==> src/rtl/time_keep_ctrl_if.sv <==
// Event inputs and time/status outputs of the timekeeping controller.
interface time_keep_ctrl_if;
  logic       tick_1hz;
  logic       key_mode;
  logic       key_inc;
  logic [4:0] hour;
  logic [5:0] min;
  logic [5:0] sec;
  logic [1:0] mode;
  logic       blink;
  logic       hour_pulse;

  modport master (
    output tick_1hz, key_mode, key_inc,
    input  hour, min, sec, mode, blink, hour_pulse
  );

  modport slave (
    input  tick_1hz, key_mode, key_inc,
    output hour, min, sec, mode, blink, hour_pulse
  );
endinterface

==> src/rtl/time_keep_ctrl.sv <==
// HH:MM:SS timekeeper with RUN/SET_H/SET_M/SET_S edit FSM; outputs registered, latency 1.
// No backpressure: every tick and key pulse is consumed on the cycle it arrives.
module time_keep_ctrl #(
  parameter int H_MOD = 24,
  parameter int M_MOD = 60,
  parameter int S_MOD = 60
) (
  input  logic clk,
  input  logic rst_n,
  time_keep_ctrl_if.slave bus
);

  typedef enum logic [1:0] {
    RUN   = 2'd0,
    SET_H = 2'd1,
    SET_M = 2'd2,
    SET_S = 2'd3
  } mode_e;

  localparam logic [4:0] H_MAX = 5'(H_MOD - 1);
  localparam logic [5:0] M_MAX = 6'(M_MOD - 1);
  localparam logic [5:0] S_MAX = 6'(S_MOD - 1);

  mode_e      mode_q, mode_d;
  logic [4:0] hour_q, hour_d;
  logic [5:0] min_q, min_d;
  logic [5:0] sec_q, sec_d;
  logic       blink_q, blink_d;
  logic       hour_pulse_q, hour_pulse_d;

  logic       sec_wrap, min_wrap, hour_wrap;
  logic [4:0] hour_inc;
  logic [5:0] min_inc;
  logic [5:0] sec_inc;

  // State register
  always_ff @(posedge clk or negedge rst_n) begin
    if (!rst_n) begin
      mode_q <= RUN;
    end else begin
      mode_q <= mode_d;
    end
  end

  // Next-state: key_mode cycles through the four modes, otherwise hold
  always_comb begin
    mode_d = mode_q;
    if (bus.key_mode) begin
      unique case (mode_q)
        RUN:     mode_d = SET_H;
        SET_H:   mode_d = SET_M;
        SET_M:   mode_d = SET_S;
        SET_S:   mode_d = RUN;
        default: mode_d = RUN;
      endcase
    end
  end

  // Per-field wrapping increments, shared by RUN carry chain and SET edits
  always_comb begin
    sec_wrap  = (sec_q == S_MAX);
    min_wrap  = (min_q == M_MAX);
    hour_wrap = (hour_q == H_MAX);
    sec_inc   = sec_wrap  ? 6'd0 : sec_q + 6'd1;
    min_inc   = min_wrap  ? 6'd0 : min_q + 6'd1;
    hour_inc  = hour_wrap ? 5'd0 : hour_q + 5'd1;
  end

  // Output/datapath logic, governed by the mode held before the edge
  always_comb begin
    hour_d       = hour_q;
    min_d        = min_q;
    sec_d        = sec_q;
    blink_d      = blink_q;
    hour_pulse_d = 1'b0;

    if (mode_q == RUN) begin
      // key_inc is ignored here; a simultaneous key_mode still lets time advance
      blink_d = bus.key_mode;
      if (bus.tick_1hz) begin
        sec_d = sec_inc;
        if (sec_wrap) begin
          min_d = min_inc;
          if (min_wrap) begin
            hour_d       = hour_inc;
            hour_pulse_d = 1'b1;
          end
        end
      end
    end else if (bus.key_mode) begin
      // Leaving SET_S returns to RUN (blank off); any other step enters a SET mode
      blink_d = (mode_q != SET_S);
    end else if (bus.key_inc) begin
      blink_d = 1'b1;
      unique case (mode_q)
        SET_H:   hour_d = hour_inc;
        SET_M:   min_d  = min_inc;
        SET_S:   sec_d  = sec_inc;
        default: ;
      endcase
    end else if (bus.tick_1hz) begin
      blink_d = ~blink_q;
    end
  end

  always_ff @(posedge clk or negedge rst_n) begin
    if (!rst_n) begin
      hour_q       <= '0;
      min_q        <= '0;
      sec_q        <= '0;
      blink_q      <= 1'b0;
      hour_pulse_q <= 1'b0;
    end else begin
      hour_q       <= hour_d;
      min_q        <= min_d;
      sec_q        <= sec_d;
      blink_q      <= blink_d;
      hour_pulse_q <= hour_pulse_d;
    end
  end

  assign bus.hour       = hour_q;
  assign bus.min        = min_q;
  assign bus.sec        = sec_q;
  assign bus.mode       = mode_q;
  assign bus.blink      = blink_q;
  assign bus.hour_pulse = hour_pulse_q;

endmodule

==> src/flat_wrapper.sv <==
// flat-port wrapper written by rule: the top's interface ports become plain ports
module time_keep_ctrl_flat 
#(
  parameter int H_MOD = 24,
  parameter int M_MOD = 60,
  parameter int S_MOD = 60
)
  (clk, rst_n, bus_tick_1hz, bus_key_mode, bus_key_inc, bus_hour, bus_min, bus_sec, bus_mode, bus_blink, bus_hour_pulse);
  time_keep_ctrl_if bus_i ();
  input  logic clk;
  input  logic rst_n;
  input wire logic [$bits(bus_i.tick_1hz)-1:0] bus_tick_1hz;
  input wire logic [$bits(bus_i.key_mode)-1:0] bus_key_mode;
  input wire logic [$bits(bus_i.key_inc)-1:0] bus_key_inc;
  output wire logic [$bits(bus_i.hour)-1:0] bus_hour;
  output wire logic [$bits(bus_i.min)-1:0] bus_min;
  output wire logic [$bits(bus_i.sec)-1:0] bus_sec;
  output wire logic [$bits(bus_i.mode)-1:0] bus_mode;
  output wire logic [$bits(bus_i.blink)-1:0] bus_blink;
  output wire logic [$bits(bus_i.hour_pulse)-1:0] bus_hour_pulse;
  assign bus_i.tick_1hz = bus_tick_1hz;
  assign bus_i.key_mode = bus_key_mode;
  assign bus_i.key_inc = bus_key_inc;
  assign bus_hour = bus_i.hour;
  assign bus_min = bus_i.min;
  assign bus_sec = bus_i.sec;
  assign bus_mode = bus_i.mode;
  assign bus_blink = bus_i.blink;
  assign bus_hour_pulse = bus_i.hour_pulse;
  time_keep_ctrl #(.H_MOD(H_MOD), .M_MOD(M_MOD), .S_MOD(S_MOD)) u_core (.clk(clk), .rst_n(rst_n), .bus(bus_i));
endmodule
==> config.mk <==
export PLATFORM = sky130hd
export DESIGN_NAME = time_keep_ctrl_flat
export DESIGN_NICKNAME = d
export VERILOG_FILES = /design/src/rtl/time_keep_ctrl_if.sv /design/src/rtl/time_keep_ctrl.sv /design/src/flat_wrapper.sv
export SDC_FILE = /design/constraint.sdc
export NUM_CORES = 1
export LEC_CHECK = 0
export CAP_MARGIN = 20
export CORE_ASPECT_RATIO = 1.1
export CORE_UTILIZATION = 25
export DETAILED_ROUTE_END_ITERATION = 8
export PLACE_DENSITY = 0.51
export SKIP_CTS_REPAIR_TIMING = 1
export SLEW_MARGIN = 20
export SYNTH_ARGS = -nofsm -noshare
export SYNTH_HDL_FRONTEND = slang
export SYNTH_SLANG_ARGS = --single-unit
==> constraint.sdc <==
create_clock -name clk -period 1.8 [get_ports clk]
set_input_delay 0.36 -clock clk [delete_from_list [all_inputs] [get_ports clk]]
set_output_delay 0.36 -clock clk [all_outputs]
set_load 0.01 [all_outputs]
==> results.ini <==
[sta]
setup_violations = 0
relSlewSlack_pct = 81.3
worst_slack_ns = 0.108
min_period_ns = 1.69
fmax_mhz = 591
hold_viol = 0
tightestPinTransition_ns = 0.279
min_period_over_period_pct = 94.0
slew_viol_final = 0
rsz0062_at_grt = no
finalClockSkew_ns = 0.00157

[place]
place_ws_ns = -0.169
dpl.cell_count = 214
placed_cell_area_sq_mm = 0.00168
hpwl_microns = 1980
gp_congestion = 0.783
io_buffers = 25

[worst_setup_path]
crit_family = buffers and inverters
cpMaxStageDelayCell = clkdlybuf4s50_1
cp-end-kind = primary output
worstPathRequired_ns = 1.44
worst-path-buf-inv = 1
worstSetupPathType = reg -> out
crit_path_start_kind = flip-flop
crit_path_cell_trace = clkdlybuf4s50_1
arrival_ns = 1.33
crit_fanout = 6
slowest_delay_ns = 0.59

[floorplan]
design.die.area_sq_mm = 0.00517
chipHeight_microns = 75.3
core_sq_mm = 0.00468
fp.dieW_microns = 68.6
initial_core_util_pct = 26.1
row_count = 26
io_pins = 26

[global_routing]
grt_max_degree = 22
overflow = 0
grt_pass1_vias = 1004
grt_pass1_wl_microns = 4550
antenna_found_initial = 0
groute.usage.overall_pct = 12.1

[logic_synthesis]
yosysSeqAreaShare_pct = 43.0
synthCells = 115
synth.distinct_cells = 36
ys_ff_latch = 21
ys_async_sr_fraction_pct = 100
synth-edff-count = 0
syn_area_sq_mm = 0.00122
syn_avg_cell_area_sq_um = 10.6
synth_nets = 128
ys.warnings.count = 0
ys.flop_type = dfrtp_1

[pwr]
combPwrFrac_pct = 52.6
p_int_mw = 1.44
pwr-share-clk_pct = 14.2
peakVddDrop_v = 0.000777
pwr-share-seq_pct = 33.3
cellPowerDensity_mw_per_mm2 = 1270
switching_power_mw = 0.774
switching_share_pct = 35.0
power_leakage_nw = 0.798

[route]
viasPerCell = 4.80
drtAntennaViolNets = 0
wl_per_cell_microns = 12.0
first_iter_violations = 62
drcViolationCount = 0
drt-total-wl_microns = 2610
drt_pass1_iterations = 4
dr_total_vias = 1047

[cts]
cts_tree = done
cts-root-buf = clkbuf_8
h-tree-depth = 1
insertion_delay_ns = 0.26
clockBufferDepth = 2
clk_pin_slew_ns = 0.08
numCtsBuffers = 3
cts_num_sinks = 21

[cells_and_area]
final_nets = 176
drive_gt1_share_pct = 25.3
utilization_pct = 37.2
fin_area_sq_mm = 0.00174
num_antenna_cells = 0
final_cells = 218
area_growth_pct = 42.5

[run]
max_cap_violations = 0

[run_status]
outcome = finished, final reports clean

[hold_path]
hp-class = in -> async

kinds of logic (layout without fill, tap and decap cells):
kind of cell	Yosys count	in the layout	synth area share [%]
compound gates	29	29	15.3
flops	21	21	43.0
xor+xnor	2	2	1.43
buf+inv	4	51	1.84
fa+ha+maj	8	8	8.20
simple gates	44	44	23.8
mux	7	7	6.45
path summary, 6_finish.rpt:
path                       cells after the start               start  slack, ns                  to
hold reg to reg                                2   u_core.bus.min[1]       0.54   u_core.bus.min[1]
hold / removal                                 2               rst_n       0.44   u_core.bus.sec[1]
min in group clk                               2   u_core.bus.min[1]       0.54   u_core.bus.min[1]
setup reg to reg                               6  u_core.bus.mode[1]       0.11   u_core.bus.sec[2]
setup / recovery                               1   u_core.bus.sec[5]       0.11          bus_sec[5]
max in group asynchronous                      2               rst_n       1.14  u_core.bus.hour[0]
metal layers:
| layer | track usage [%] | wire length (microns) | up-vias |
|---|---|---|---|
| met1 | 14.7 | 1200 | 502 |
| met3 | 3.59 | 124 | 4 |
| met4 | 3.47 | 23 | 0 |
| li1 | - | - | 517 |
| met5 | 0 | 0 | - |
| met2 | 20.5 | 1270 | 24 |
synthesized netlist by cell type (all sizes together) (2+ instances only):
library cell	count	share of area [%]
o31ai	2	1.2
and4bb	2	2.0
and3	2	1.0
nand2b	3	2.2
mux2	7	6.5
nand2	7	2.2
nand3	6	2.5
dfrtp	21	43
nand3b	2	3.3
ha	8	8.2
nor2	12	3.7
o21ai	14	5.7
nor3	2	0.82
inv	3	0.92
a21o	4	2.6
o211ai	3	1.8
final cells by class:
cell class / count / area [sq um]
tap: 56 / 70.1
clock buffer: 4 / 45.0
timing repair buffer: 44 / 393
fill: 496 / 2940
inverter: 3 / 11.3
multi-input combinational: 90 / 696
sequential: 21 / 526
per-stage QoR:
step	TNS, ns	hold WS (ns)	power [mW]
6_report	0	0.437	2.21
5_1_grt	0	0.476	2.40
4_1_cts	-0.0126	0.442	2.21
3_5_place_dp	-0.730	0.529	1.87
3_3_place_gp	-0.545	0.528	1.86
2_1_floorplan	0	0.0644	1.27
power groups by stage:
stage	clock [mW]	sequential, mW	combinational, mW
global route	0.356	0.759	1.28
finish	0.313	0.736	1.16
global placement	0	0.738	1.12
floorplan	0	0.834	0.439
CTS	0.334	0.736	1.14
detailed placement	0	0.743	1.13
registers in the layout, indices dropped and copies added (netlist names):
register,count
u_core.bus.blink,1
u_core.bus.hour,5
u_core.bus.sec,6
u_core.bus.mode,2
u_core.bus.min,6
u_core.bus.hour_pulse,1
layout by cell type, fill, tap and decap left out, types with 2 or more instances in the layout:
cell type | synthesis | layout
clkdlybuf4s50_1 | 0 | 25
dfrtp_1 | 21 | 21
buf_4 | 0 | 19
o21ai_0 | 14 | 14
nor2_1 | 12 | 11
nand2_1 | 7 | 6
nand3_1 | 6 | 6
mux2_2 | 6 | 6
ha_1 | 8 | 6
a21o_1 | 3 | 3
o211ai_1 | 3 | 3
clkbuf_8 | 0 | 3
inv_1 | 3 | 2
nand3b_4 | 2 | 2
and3_1 | 2 | 2
nor3_1 | 2 | 2
and4bb_2 | 2 | 2
nand2b_1 | 2 | 2
o31ai_1 | 2 | 2
(Power assumes the default switching activity.)
==> RTL edit, RTL diff (config.mk and constraints unchanged) <==
Reset style: synchronous (`rst_n`), changed in 2 clocked blocks.
--- a/src/rtl/time_keep_ctrl.sv
+++ b/src/rtl/time_keep_ctrl.sv
@@ -34,7 +34,7 @@
   logic [5:0] sec_inc;
 
   // State register
-  always_ff @(posedge clk or negedge rst_n) begin
+  always_ff @(posedge clk) begin
     if (!rst_n) begin
       mode_q <= RUN;
     end else begin
@@ -103,7 +103,7 @@
     end
   end
 
-  always_ff @(posedge clk or negedge rst_n) begin
+  always_ff @(posedge clk) begin
     if (!rst_n) begin
       hour_q       <= '0;
       min_q        <= '0;
Behaviour: differs if rst_n is asserted again (counterexample within 4 cycles, from zero or initial values and one cycle with rst_n low); with rst_n held inactive, the same outputs for 10 cycles.
==> RTL edit against the original RTL <==
  * Maximum frequency fell by 0.14%
  * Area after synthesis is 4.3% lower
  * Sequential cell count is the same
  * Routed wire length is 9.2% higher
  * Count of clock-buffer cells in the layout unchanged
  * Cell area is 7.3% lower
  * Final cell count up 2.8%
  * Worst setup slack worse by 2.4 ps
  * Largest cell class unchanged
Power is not compared: it rests on default switching activity, and its combinational part moved more than twofold at a synthesized area within 25%.
==> RTL edit: results <==
export IMPL_synthTopCellsByCount="dfxtp_1, nand2_1, nor2_1"
export IMPL_end_kind="flip-flop"
export IMPL_cp_top_family="simple AND/OR/NAND/NOR gates"
export IMPL_cts_htree_levels=1
export IMPL_worst_ep_arrival_time_ps=1890
export IMPL_min_to="u_core.bus.min[5]$_SDFFE_PN0P_"
export IMPL_num_vias=1099
export IMPL_status="completed"
export IMPL_fin_ws_ps=106
export IMPL_place_area_sq_um=1540
export IMPL_r2r_cells=6
export IMPL_grt_use_total=0.121
export IMPL_clkPwrFrac=0.333
export IMPL_power_total_uw=947
export IMPL_dp_hpwl_um=2170
export IMPL_post_drt_wl_per_cell_um=12.7
export IMPL_r2r_end="u_core.bus.min[2]$_SDFFE_PN0P_"
export IMPL_antenna_found_initial=0
export IMPL_n_antenna_cell=0
export IMPL_clk_path_buf_depth=2
export IMPL_first_iter_violations=12
export IMPL_drive_above_1_share=0.159
export IMPL_min_path_type="flip-flop to flip-flop"
export IMPL_synth_cell_type_count=37
export IMPL_swShare=0.249
export IMPL_clkLatencyLatePin_ps=260
export IMPL_grt_pass1_vias=1009
export IMPL_seq_area_frac_synth=0.360
export IMPL_ys_warn_count=0
export IMPL_layout_cells_non_filler=224
export IMPL_r2r_start="u_core.bus.mode[0]$_SDFFE_PN0P_"
export IMPL_pre_cts_ws_ps=-107
export IMPL_power_leakage_uw=0.000626
export IMPL_cts_buffers=3
export IMPL_cts_root_buffer="clkbuf_8"
export IMPL_fin_nets=184
export IMPL_synthesis_nets=146
export IMPL_syn_instance_count=133
export IMPL_synth_async_reset_ratio=0
export IMPL_max_stage_delay_ps=490
export IMPL_grt_max_degree=17
export IMPL_place_congestion=0.824
export IMPL_finClkSkew_ps=5.64
export IMPL_critPathMaxFanout=11
export IMPL_hp_start="u_core.bus.min[5]$_SDFFE_PN0P_"
export IMPL_slew_limit_headroom=0.810
export IMPL_drt_pass1_iterations=4
export IMPL_crit_slowest_cell="or4b_4"
export IMPL_whs_ps=506
export IMPL_synth_area_leaders="dfxtp_1, ha_1, mux2i_1, nand2_1, xor2_1"
export IMPL_grt_first_pass_wirelength_um=4560
RTL edit: final cells by class:
type / count / area [sq um]
fill: 458 / 2770
multi-input combinational: 103 / 724
sequential: 21 / 420
timing repair buffer: 36 / 333
tap: 54 / 67.6
clock buffer: 4 / 45.0
inverter: 6 / 22.5
RTL edit: routing by layer:
metal | vias up | global-route usage | routed length (um)
li1 | 550 | - | -
met1 | 525 | 0.151 | 1340
met2 | 20 | 0.208 | 1400
met3 | 4 | 0.0186 | 92
met4 | 0 | 0.0426 | 29
met5 | - | 0 | 0
RTL edit: cells by family (layout without fill, tap and decap cells):
family,Yosys count,count (layout),synth area share
AO/OA/AOI/OAI,26,26,0.137
XOR/XNOR,6,6,0.0450
adder cells (fa/ha/maj),8,8,0.0857
buffers and inverters,9,46,0.0450
flip-flops,21,21,0.360
multiplexers,6,6,0.0514
AND/OR/NAND/NOR,57,57,0.276
RTL edit: worst min-delay path, delay by kind of cell, from the launching register on:
kind            cells  cell delay, ps
flops               1             340
simple gates        1              70
compound gates      1              50
